**config.mk**
```make
export PLATFORM = sky130hd
export DESIGN_NAME = scrambler_par
export DESIGN_NICKNAME = d
export VERILOG_FILES = /design/src/rtl/scrambler_par.sv
export SDC_FILE = /design/constraint.sdc
export NUM_CORES = 1
export LEC_CHECK = 0
export CORE_MARGIN = 2
export CORE_UTILIZATION = 50
export CTS_BUF_LIST = sky130_fd_sc_hd__clkbuf_4
export CTS_CLUSTER_SIZE = 24
export DETAILED_ROUTE_END_ITERATION = 8
export GPL_ROUTABILITY_DRIVEN = 0
export PLACE_DENSITY = 0.92
export SETUP_SLACK_MARGIN = 0.4
export SLEW_MARGIN = 25
export SYNTH_ARGS = -nofsm -noshare
export SYNTH_HDL_FRONTEND = slang
export SYNTH_SLANG_ARGS = --single-unit
```
**constraint.sdc**
```tcl
create_clock -name clk_i -period 3.56 [get_ports clk_i]
set_input_delay 0.712 -clock clk_i [delete_from_list [all_inputs] [get_ports clk_i]]
set_output_delay 0.712 -clock clk_i [all_outputs]
set_load 0.02 [all_outputs]
```
**src/rtl/scrambler_par.sv**
```systemverilog
// scrambler_par: parametrised additive scrambler/descrambler, DATA_W bits per accepted beat,
// valid/ready flow control with one output register. `define SCRAMBLER_PAR_BYPASS_EN adds bypass_i.
module scrambler_par #(
  parameter int unsigned       LFSR_W = 12,
  parameter logic [LFSR_W-1:0] TAPS   = 12'h902,
  parameter logic [LFSR_W-1:0] SEED   = 12'h14D,
  parameter int unsigned       DATA_W = 4
) (
  input  logic              clk_i,
  input  logic              rstn_i,
  input  logic              valid_i,
  output logic              ready_o,
  input  logic              sof_i,
`ifdef SCRAMBLER_PAR_BYPASS_EN
  input  logic              bypass_i,
`endif
  input  logic [DATA_W-1:0] data_i,
  output logic              valid_o,
  input  logic              ready_i,
  output logic              sof_o,
  output logic [DATA_W-1:0] data_o,
  output logic [LFSR_W-1:0] lfsr_o
);

  logic [LFSR_W-1:0] lfsr_q;
  logic [LFSR_W-1:0] lfsr_work;
  logic [LFSR_W-1:0] lfsr_nxt;
  logic [DATA_W-1:0] key;
  logic [DATA_W-1:0] key_eff;
  logic              accept;

  assign ready_o = ~valid_o | ready_i;
  assign accept  = valid_i & ready_o;
  assign lfsr_o  = lfsr_q;

  // Unrolled DATA_W-step shift; the first key bit in time ends up in key[DATA_W-1]
  always_comb begin
    lfsr_work = sof_i ? SEED : lfsr_q;
    key       = '0;
    for (int unsigned k = 0; k < DATA_W; k++) begin
      key       = (key << 1) | DATA_W'(lfsr_work[LFSR_W-1]);
      lfsr_work = {lfsr_work[LFSR_W-2:0], ^(lfsr_work & TAPS)};
    end
    lfsr_nxt = lfsr_work;
  end

`ifdef SCRAMBLER_PAR_BYPASS_EN
  // Bypass only masks the key; the LFSR still steps so alignment survives
  assign key_eff = bypass_i ? '0 : key;
`else
  assign key_eff = key;
`endif

  always_ff @(posedge clk_i or negedge rstn_i) begin
    if (!rstn_i) begin
      lfsr_q  <= SEED;
      valid_o <= 1'b0;
      sof_o   <= 1'b0;
      data_o  <= '0;
    end else if (accept) begin
      lfsr_q  <= lfsr_nxt;
      valid_o <= 1'b1;
      sof_o   <= sof_i;
      data_o  <= data_i ^ key_eff;
    end else if (ready_i) begin
      valid_o <= 1'b0;
    end
  end

endmodule

```
==> results.yml, run 1 <==
status:
  outcome: "completed"
sta:
  maxSlewHeadroom_pct: 47.6
  finClkSkew_ns: 0.000771
  final-hold-violation-count: 0
  rsz0062_at_grt: "false"
  fmax_ghz: 0.380
  finalMaxSlewViolations: 0
  tns_ns: 0
  min_period_ns: 2.63
  setup_viol: 0
  final.period_utilization_pct: 73.9
  tightest_slew_ns: 0.783
floorplanning:
  fp.coreArea_sq_mm: 0.00154
  fp-row-count: 14
  io-pin-count: 28
  dieArea_sq_mm: 0.00204
  start_util_pct: 55.0
  die_extent_in_x_microns: 45.2
  chipHeight_microns: 45.2
pwr:
  power.net_switching_uw: 266
  leakage_uw: 0.000472
  seqPwrFrac_pct: 43.3
  swShare_pct: 36.7
  max-vdd-ir-drop_uv: 429
  p_int_uw: 459
  part_of_the_power_in_the_clock_network_pct: 14.1
  ratio_of_total_power_to_cell_area_mw_per_mm2: 631
  power.combinational.fraction_pct: 42.7
worst_setup_path:
  worst-path-max-fanout: 3
  cp_data_arrival_time_ns: 1.92
  timing.critical_path.slowest_stage_cell: "clkdlybuf4s50_1"
  crit_buf_inv: 2
  critical_path.reg2reg.startpoint: "valid_o"
  cp-start-kind: "primary input"
  crit_chain: "clkdlybuf4s50_1 > nand2b_1 > clkdlybuf4s50_1"
  timing_worst_setup_path_type: "primary input to primary output"
  crit_path_frequent_cell: "clkdlybuf4s50_1"
  critPathTopFamily: "buffers and inverters"
  slowest_cell_delay_on_critical_path_ns: 0.62
  crit_path_end_kind: "primary output"
  timing.critical_path.required_ns: 2.85
  timing.critical_path.from: "ready_i"
grt:
  globalRoute.totalOverflow: 0
  grt_antenna_before_repair: 0
  total_routing_resource_utilization_after_global_routing_pct: 20.9
  grt_max_degree: 21
  grt_pass1_wl_mm: 3.07
  first_global_vias: 680
yosys:
  synth-seq-area-share_pct: 53.8
  synthDistinctLibCells: 19
  synth_seq_cells: 18
  postSynthCellCount: 86
  syn-num-nets: 95
  yosys_warnings: 0
  avgSynthCellArea_sq_um: 9.86
  netlist_area_sq_um: 848
hold_path:
  hp-start: "data_o[1]"
  holdCritPathClass: "flip-flop to flip-flop"
final_layout:
  synthToLayoutAreaGrowth_pct: 35.4
  layout-drive-gt1-share_pct: 9.65
  postLayoutCellArea_sq_mm: 0.00115
  finish.net_count: 124
  layout_common_cells: "27 x clkdlybuf4s50_1, 18 x nand2_1, 14 x o21ai_0"
  insertedDiodeCount: 0
  layout.cells.most_common: "clkdlybuf4s50_1"
clocking:
  clk_path_buf_depth: 2
  cts_root_buffer: "clkbuf_4"
  clock_sink_count: 18
  cts_tree: "done"
  cts-buffers-inserted: 3
  cts-htree-levels: 1
  clkSlewWorstSetupHoldPaths_ns: 0.10
  clk-insertion-delay-late_ns: 0.28
  total_of_cells_resized_after_clock_tree_synthesis: 0
  hold_buffers: 0
  cts_setup_buffers: 0
route:
  firstDrtPassIters: 4
  routed-via-count: 683
  detail_route.wirelength_mm: 1.89
  drc: 0
  drt-wirelength-per-cell_microns: 14.6
  drt_iter0_drc: 8
  ant_nets: 0
  routed_via_density: 5.25
place:
  post_dp_cell_area_sq_mm: 0.00112
  port_buffers: 27
  post_dp_hpwl_mm: 1.40
run:
  timing.max_cap.violations: 0
stage by stage:
step	worst slack, ns	utilization (%)	cells	hold WS [ns]	power (uW)
global route	0.865	74.5	130	0.522	762
detailed placement	0.922	72.8	126	0.471	623
global placement	0.953	72.8	126	0.464	606
floorplan	1.78	-	86	0.416	485
CTS	0.916	74.5	130	0.494	729
finish	0.930	74.5	130	0.488	724
worst register-to-register path: stages, from the launching register on:
cell	delay (ns)
dfrtp_1	0.39
nand2b_1	0.11
nand2_1	0.33
buf_4	0.32
nor4_1	0.32
a221o_1	0.19
Yosys cell counts, drive strengths merged:
cell	instances	area, sq um
nand2	18	67.6
buf	2	16.3
and2	1	6.26
nor2	7	26.3
o21ai	14	70.1
nor4	2	12.5
xor2	1	8.76
dfstp	5	131
inv	1	3.75
dfrtp	13	325
mux2	1	11.3
clkbuf	2	7.51
a221o	1	10.0
a311o	1	10.0
nand2b	2	12.5
xnor2	11	104
nor2b	4	25.0
logic make-up after synthesis:
| kind of cell | Yosys count | synth area share [%] |
|---|---|---|
| multiplexers | 1 | 1.33 |
| AND/OR/NAND/NOR | 34 | 17.7 |
| buffers and inverters | 5 | 3.24 |
| XOR/XNOR | 12 | 13.3 |
| AO/OA/AOI/OAI | 16 | 10.6 |
| flip-flops | 18 | 53.8 |
area by class of cell:
| class | instances | area, sq um |
|---|---|---|
| flip-flops and latches | 18 | 457 |
| fillers | 126 | 393 |
| multi-input cells | 63 | 364 |
| repair buffers | 28 | 278 |
| clock buffers | 3 | 22.5 |
| well taps | 16 | 20.0 |
| clock inverters | 1 | 3.75 |
| inverters | 1 | 3.75 |
sequential cells by signal, summed over array words and instances (netlist names):
name and cells:
sof_o 1, valid_o 1, lfsr_o 12, data_o 4
power groups by stage:
stage / logic, uW / clock network (uW) / registers (uW)
after detailed placement: 306 / 0 / 317
after global routing: 331 / 110 / 322
after global placement: 294 / 0 / 312
after floorplan: 120 / 0 / 365
after CTS: 311 / 104 / 314
final: 309 / 102 / 313
metal layers:
layer	track usage [%]	share of wire, %	vias to the layer above
met5	0	0	-
met4	5.29	0.63	0
met3	4.00	4.6	2
met2	36.9	54	24
met1	26.2	41	323
li1	-	-	334
final timing paths:
kind | endpoint | cells after the start | slack, ns
min in group asynchronous | lfsr_o[11] | 1 | 0.88
max in group asynchronous | data_o[2] | 1 | 2.20
max reg2reg | lfsr_o[1] | 5 | 1.83
min reg2reg | data_o[1] | 2 | 0.49
min | data_o[1] | 2 | 0.49
max | ready_o | 3 | 0.93
No activity file was read; power rests on OpenSTA's default activity.
==> run 2: changes to the inputs <==
CORE_UTILIZATION = 42   (was 50)
PLACE_DENSITY = 0.83   (was 0.92)
clock period = 2.4 ns   (was 3.56 ns; I/O delays follow)
==> run 2 against run 1 <==
Effect of this change: sequential share of layout area shrank 1.3 points; combinational power is 43% higher; global-route usage decreased by 4.0 points; critical path depth fell by 2; count of clock-buffer cells in the layout did not move; worst hold slack improved by 0.0033 ns; clock skew is 0.0086 ns higher; core utilization down 13 points.
==> results.yml, run 2 (synthesized netlist as in run 1, its figures left out) <==
clocking:
  cts-htree-levels: 1
  cts-buffers-inserted: 3
  clkSlewWorstSetupHoldPaths_ns: 0.11
  hold_buffers: 0
  clk-insertion-delay-late_ns: 0.30
  cts_setup_buffers: 0
  clk_path_buf_depth: 2
  cts_root_buffer: "clkbuf_4"
  clock_sink_count: 18
  cts_tree: "done"
  total_of_cells_resized_after_clock_tree_synthesis: 2
worst_setup_path:
  worst-path-max-fanout: 3
  timing_worst_setup_path_type: "flip-flop to primary output"
  slowest_cell_delay_on_critical_path_ns: 0.60
  critPathTopFamily: "buffers and inverters"
  cp-start-kind: "flip-flop"
  crit_chain: "clkdlybuf4s50_1"
  cp_data_arrival_time_ns: 1.47
  crit_buf_inv: 1
  crit_path_end_kind: "primary output"
  timing.critical_path.slowest_stage_cell: "clkdlybuf4s50_1"
  timing.critical_path.required_ns: 1.92
sta:
  finalMaxSlewViolations: 0
  setup_viol: 0
  fmax_ghz: 0.512
  final-hold-violation-count: 0
  finClkSkew_ns: 0.00942
  min_period_ns: 1.95
  rsz0062_at_grt: "false"
  tns_ns: 0
  maxSlewHeadroom_pct: 48.5
  tightest_slew_ns: 0.770
  final.period_utilization_pct: 81.4
  final.setup.worst_slack_ns: 0.447
floorplanning:
  chipHeight_microns: 48.9
  fp-row-count: 16
  start_util_pct: 43.7
  fp.coreArea_sq_mm: 0.00194
  io-pin-count: 28
  die_extent_in_x_microns: 48.9
  dieArea_sq_mm: 0.00240
place:
  port_buffers: 27
  numPlacedInstances: 140
  post_dp_hpwl_mm: 1.31
  dpl_worst_slack_ns: 0.239
  post_dp_cell_area_sq_mm: 0.00116
final_layout:
  final_cells: 144
  synthToLayoutAreaGrowth_pct: 40.0
  layout.filler_cells: 182
  finish.net_count: 127
  postLayoutCellArea_sq_mm: 0.00119
  layout.cells.most_common: "clkdlybuf4s50_1"
  layout_common_cells: "23 x clkdlybuf4s50_1, 18 x nand2_1, 14 x o21ai_0"
  final_util_pct: 61.1
  largest_register_ff_count: 12
  insertedDiodeCount: 0
  layout-drive-gt1-share_pct: 12.0
route:
  detail_route.wirelength_mm: 1.77
  ant_nets: 0
  drt-wirelength-per-cell_microns: 12.3
  routed_via_density: 4.94
  firstDrtPassIters: 4
  drt_iter0_drc: 15
  routed-via-count: 712
  drc: 0
run:
  timing.max_cap.violations: 0
status:
  outcome: "completed"
grt:
  grt_max_degree: 19
  total_routing_resource_utilization_after_global_routing_pct: 16.9
  grt_pass1_wl_mm: 3.07
  grt_antenna_before_repair: 0
  first_global_vias: 671
  globalRoute.totalOverflow: 0
pwr:
  swShare_pct: 36.0
  max-vdd-ir-drop_uv: 479
  power.combinational.fraction_pct: 41.6
  power.net_switching_uw: 382
  seqPwrFrac_pct: 43.6
  leakage_uw: 0.000511
  ratio_of_total_power_to_cell_area_mw_per_mm2: 894
  part_of_the_power_in_the_clock_network_pct: 14.9
  p_int_uw: 679
hold_path:
  holdCritPathClass: "flip-flop to flip-flop"
run 2: per-layer routing:
layer  GRT usage (%)  share of wire [%]  wire, microns  vias up
met3            2.45                4.5             79        4
met2            28.3                 48            855       21
met1            20.7                 44            786      342
li1                -                  -              -      345
met4            10.0                2.7             47        0
met5               0                  0              0        -
run 2: power by group through the flow:
stage	registers, uW	logic [uW]	clock network (uW)
after floorplan	542	178	0
after global placement	464	442	0
after detailed placement	467	449	0
after CTS	463	449	160
after global routing	478	478	173
final	463	441	158
run 2: final timing paths:
kind / start / to / slack, ns / depth (start not counted)
setup / recovery: lfsr_o[2] / lfsr_o[2] / 0.45 / 1
hold / removal: data_o[0] / data_o[0] / 0.49 / 2
setup reg to reg: lfsr_o[8] / lfsr_o[1] / 0.97 / 4
hold reg to reg: data_o[0] / data_o[0] / 0.49 / 2
max in group asynchronous: rstn_i / valid_o / 1.29 / 1
min in group asynchronous: rstn_i / lfsr_o[5] / 0.62 / 1
run 2: layout make-up:
cell class | instances | area [sq um] | area share [%]
Multi-Input combinational cell | 63 | 364 | 30.7
Clock inverter | 1 | 3.75 | 0.316
Timing Repair Buffer | 31 | 303 | 25.5
Sequential cell | 18 | 457 | 38.5
Tap cell | 27 | 33.8 | 2.85
Clock buffer | 3 | 22.5 | 1.90
Inverter | 1 | 3.75 | 0.316
run 2: stage by stage:
step,hold slack [ns],power (uW)
final,0.491,1060
after detailed placement,0.472,917
after global routing,0.525,1130
after floorplan,0.184,720
after global placement,0.463,906
after CTS,0.496,1070
run 2: worst register-to-register path, cell delays in order (launching register included):
cell and delay, ns:
dfstp_2 0.60, xnor2_1 0.20, xnor2_1 0.19, nor4_1 0.08, a221o_1 0.27
==> run 3: changes to the inputs <==
CORE_UTILIZATION = 46   (was 42)
PLACE_DENSITY = 0.86   (was 0.83)
clock period = 2 ns   (was 2.4 ns; I/O delays follow)
==> run 3 against run 2 <==
Effect of this change: wire length rose by 5.0%; largest cell class unchanged; highest routed layer unchanged; sequential share of layout area is 0.081 points higher; largest power group unchanged; worst hold slack got worse by 0.079 ns; count of clock-buffer cells in the layout grew 1; total power up 18%; combinational power is 13% higher; global-route usage rose by 3.3 points; non-clock buffer count grew 2.
==> results.yml, run 3 (synthesized netlist as in run 1, its figures left out) <==
status:
  outcome: "completed"
clocking:
  cts-buffers-inserted: 3
  clkSlewWorstSetupHoldPaths_ns: 0.11
  clk_path_buf_depth: 2
  cts_root_buffer: "clkbuf_4"
  clk-insertion-delay-late_ns: 0.30
  cts-htree-levels: 1
  cts_tree: "done"
  clock_sink_count: 18
floorplanning:
  dieArea_sq_mm: 0.00220
  chipHeight_microns: 46.9
  start_util_pct: 49.1
  io-pin-count: 28
  fp.coreArea_sq_mm: 0.00173
  die_extent_in_x_microns: 46.9
  fp-row-count: 15
final_layout:
  largest_register_ff_count: 12
  synthToLayoutAreaGrowth_pct: 39.7
  layout.filler_cells: 166
  final-seq-area_sq_um: 457
  layout-drive-gt1-share_pct: 17.6
  layout_common_cells: "17 x nand2_1, 14 x o21ai_0, 13 x dfrtp_1, 13 x dlygate4sd2_1, 10 x xnor2_1"
  multiInputGateArea_sq_um: 367
  insertedDiodeCount: 0
  finish.net_count: 129
  final_util_pct: 68.6
  layout.cells.most_common: "nand2_1"
worst_setup_path:
  timing.critical_path.slowest_stage_cell: "dfstp_2"
  worst-path-max-fanout: 4
  crit_buf_inv: 1
  cp_data_arrival_time_ns: 1.17
  critPathTopFamily: "flip-flops"
  cp-start-kind: "flip-flop"
  timing.critical_path.required_ns: 1.60
  slowest_cell_delay_on_critical_path_ns: 0.58
  crit_path_end_kind: "primary output"
  timing_worst_setup_path_type: "flip-flop to primary output"
  crit_chain: "clkdlybuf4s15_1"
grt:
  grt_antenna_before_repair: 0
  globalRoute.totalOverflow: 0
  grt_pass1_wl_mm: 3.06
  grt_max_degree: 20
  first_global_vias: 705
  total_routing_resource_utilization_after_global_routing_pct: 20.3
place:
  post_dp_hpwl_mm: 1.35
  port_buffers: 27
  dpl_worst_slack_ns: 0.0173
route:
  drt-wirelength-per-cell_microns: 12.9
  detail_route.wirelength_mm: 1.86
  routed-via-count: 738
  routed_via_density: 5.13
  ant_nets: 0
  firstDrtPassIters: 4
  drt_iter0_drc: 11
  drc: 0
sta:
  finalMaxSlewViolations: 0
  final.setup.worst_slack_ns: 0.425
  tns_ns: 0
  setup_viol: 0
  min_period_ns: 1.57
  final-hold-violation-count: 0
  tightest_slew_ns: 0.467
  maxSlewHeadroom_pct: 68.8
  final.period_utilization_pct: 78.7
  rsz0062_at_grt: "false"
  fmax_ghz: 0.635
  finClkSkew_ns: 0.0118
run:
  timing.max_cap.violations: 0
pwr:
  max-vdd-ir-drop_uv: 808
  p_total_uw: 1260
  ratio_of_total_power_to_cell_area_mw_per_mm2: 1060
  leakage_uw: 0.000532
hold_path:
  holdCritPathClass: "primary input to asynchronous set/reset pin"
run 3: cell types whose count changed in the layout (fill, tap and decap cells not counted), moves of 2 or more:
| cell | change |
|---|---|
| buf_4 | +2 |
| dlygate4sd2_1 | +11 |
| clkdlybuf4s50_1 | -15 |
| clkdlybuf4s15_2 | +2 |
| clkdlybuf4s15_1 | +3 |
| dlymetal6s2s_1 | -2 |
run 3: layout make-up:
type | count | area share [%]
clock buffers | 4 | 2.53
inverters | 1 | 0.317
multi-input cells | 63 | 30.9
flip-flops and latches | 18 | 38.5
well taps | 25 | 2.64
repair buffers | 33 | 25.0
run 3: path summary, 6_finish.rpt:
path | startpoint | to | slack [ns] | depth (start not counted)
max in group asynchronous | rstn_i | lfsr_o[2] | 1.32 | 2
min in group clk_i | data_o[3] | data_o[3] | 0.48 | 2
hold / removal | rstn_i | data_o[2] | 0.41 | 2
setup reg to reg | lfsr_o[8] | lfsr_o[0] | 0.53 | 5
setup / recovery | lfsr_o[6] | lfsr_o[6] | 0.43 | 1
hold reg to reg | data_o[3] | data_o[3] | 0.48 | 2
run 3: metal layers:
layer | vias to the layer above | global-route usage [%] | routed length [microns]
li1 | 346 | - | -
met2 | 28 | 34.2 | 937
met4 | 0 | 11.1 | 40
met3 | 5 | 2.31 | 96
met5 | - | 0 | 0
met1 | 359 | 25.3 | 782
run 3: per-stage QoR:
step	area, sq um	std cells	hold WS, ns
floorplan	848	86	0.104
global placement	1160	139	0.463
detailed placement	1160	139	0.471
CTS	1180	143	0.427
global route	1180	144	0.448
finish	1180	144	0.412
run 3: where the power goes:
part           switching [uW]  internal [uW]  total (uW)
Sequential               85.6            466         552
Combinational             262            237         499
Clock                     113           91.3         204
run 3: what timing repair did:
action	4_1_cts	5_1_grt
setup endpoints to repair	31	5
hold buffers	0	0
buffers inserted	0	1
resized for setup	24	5
pin swaps	0	0
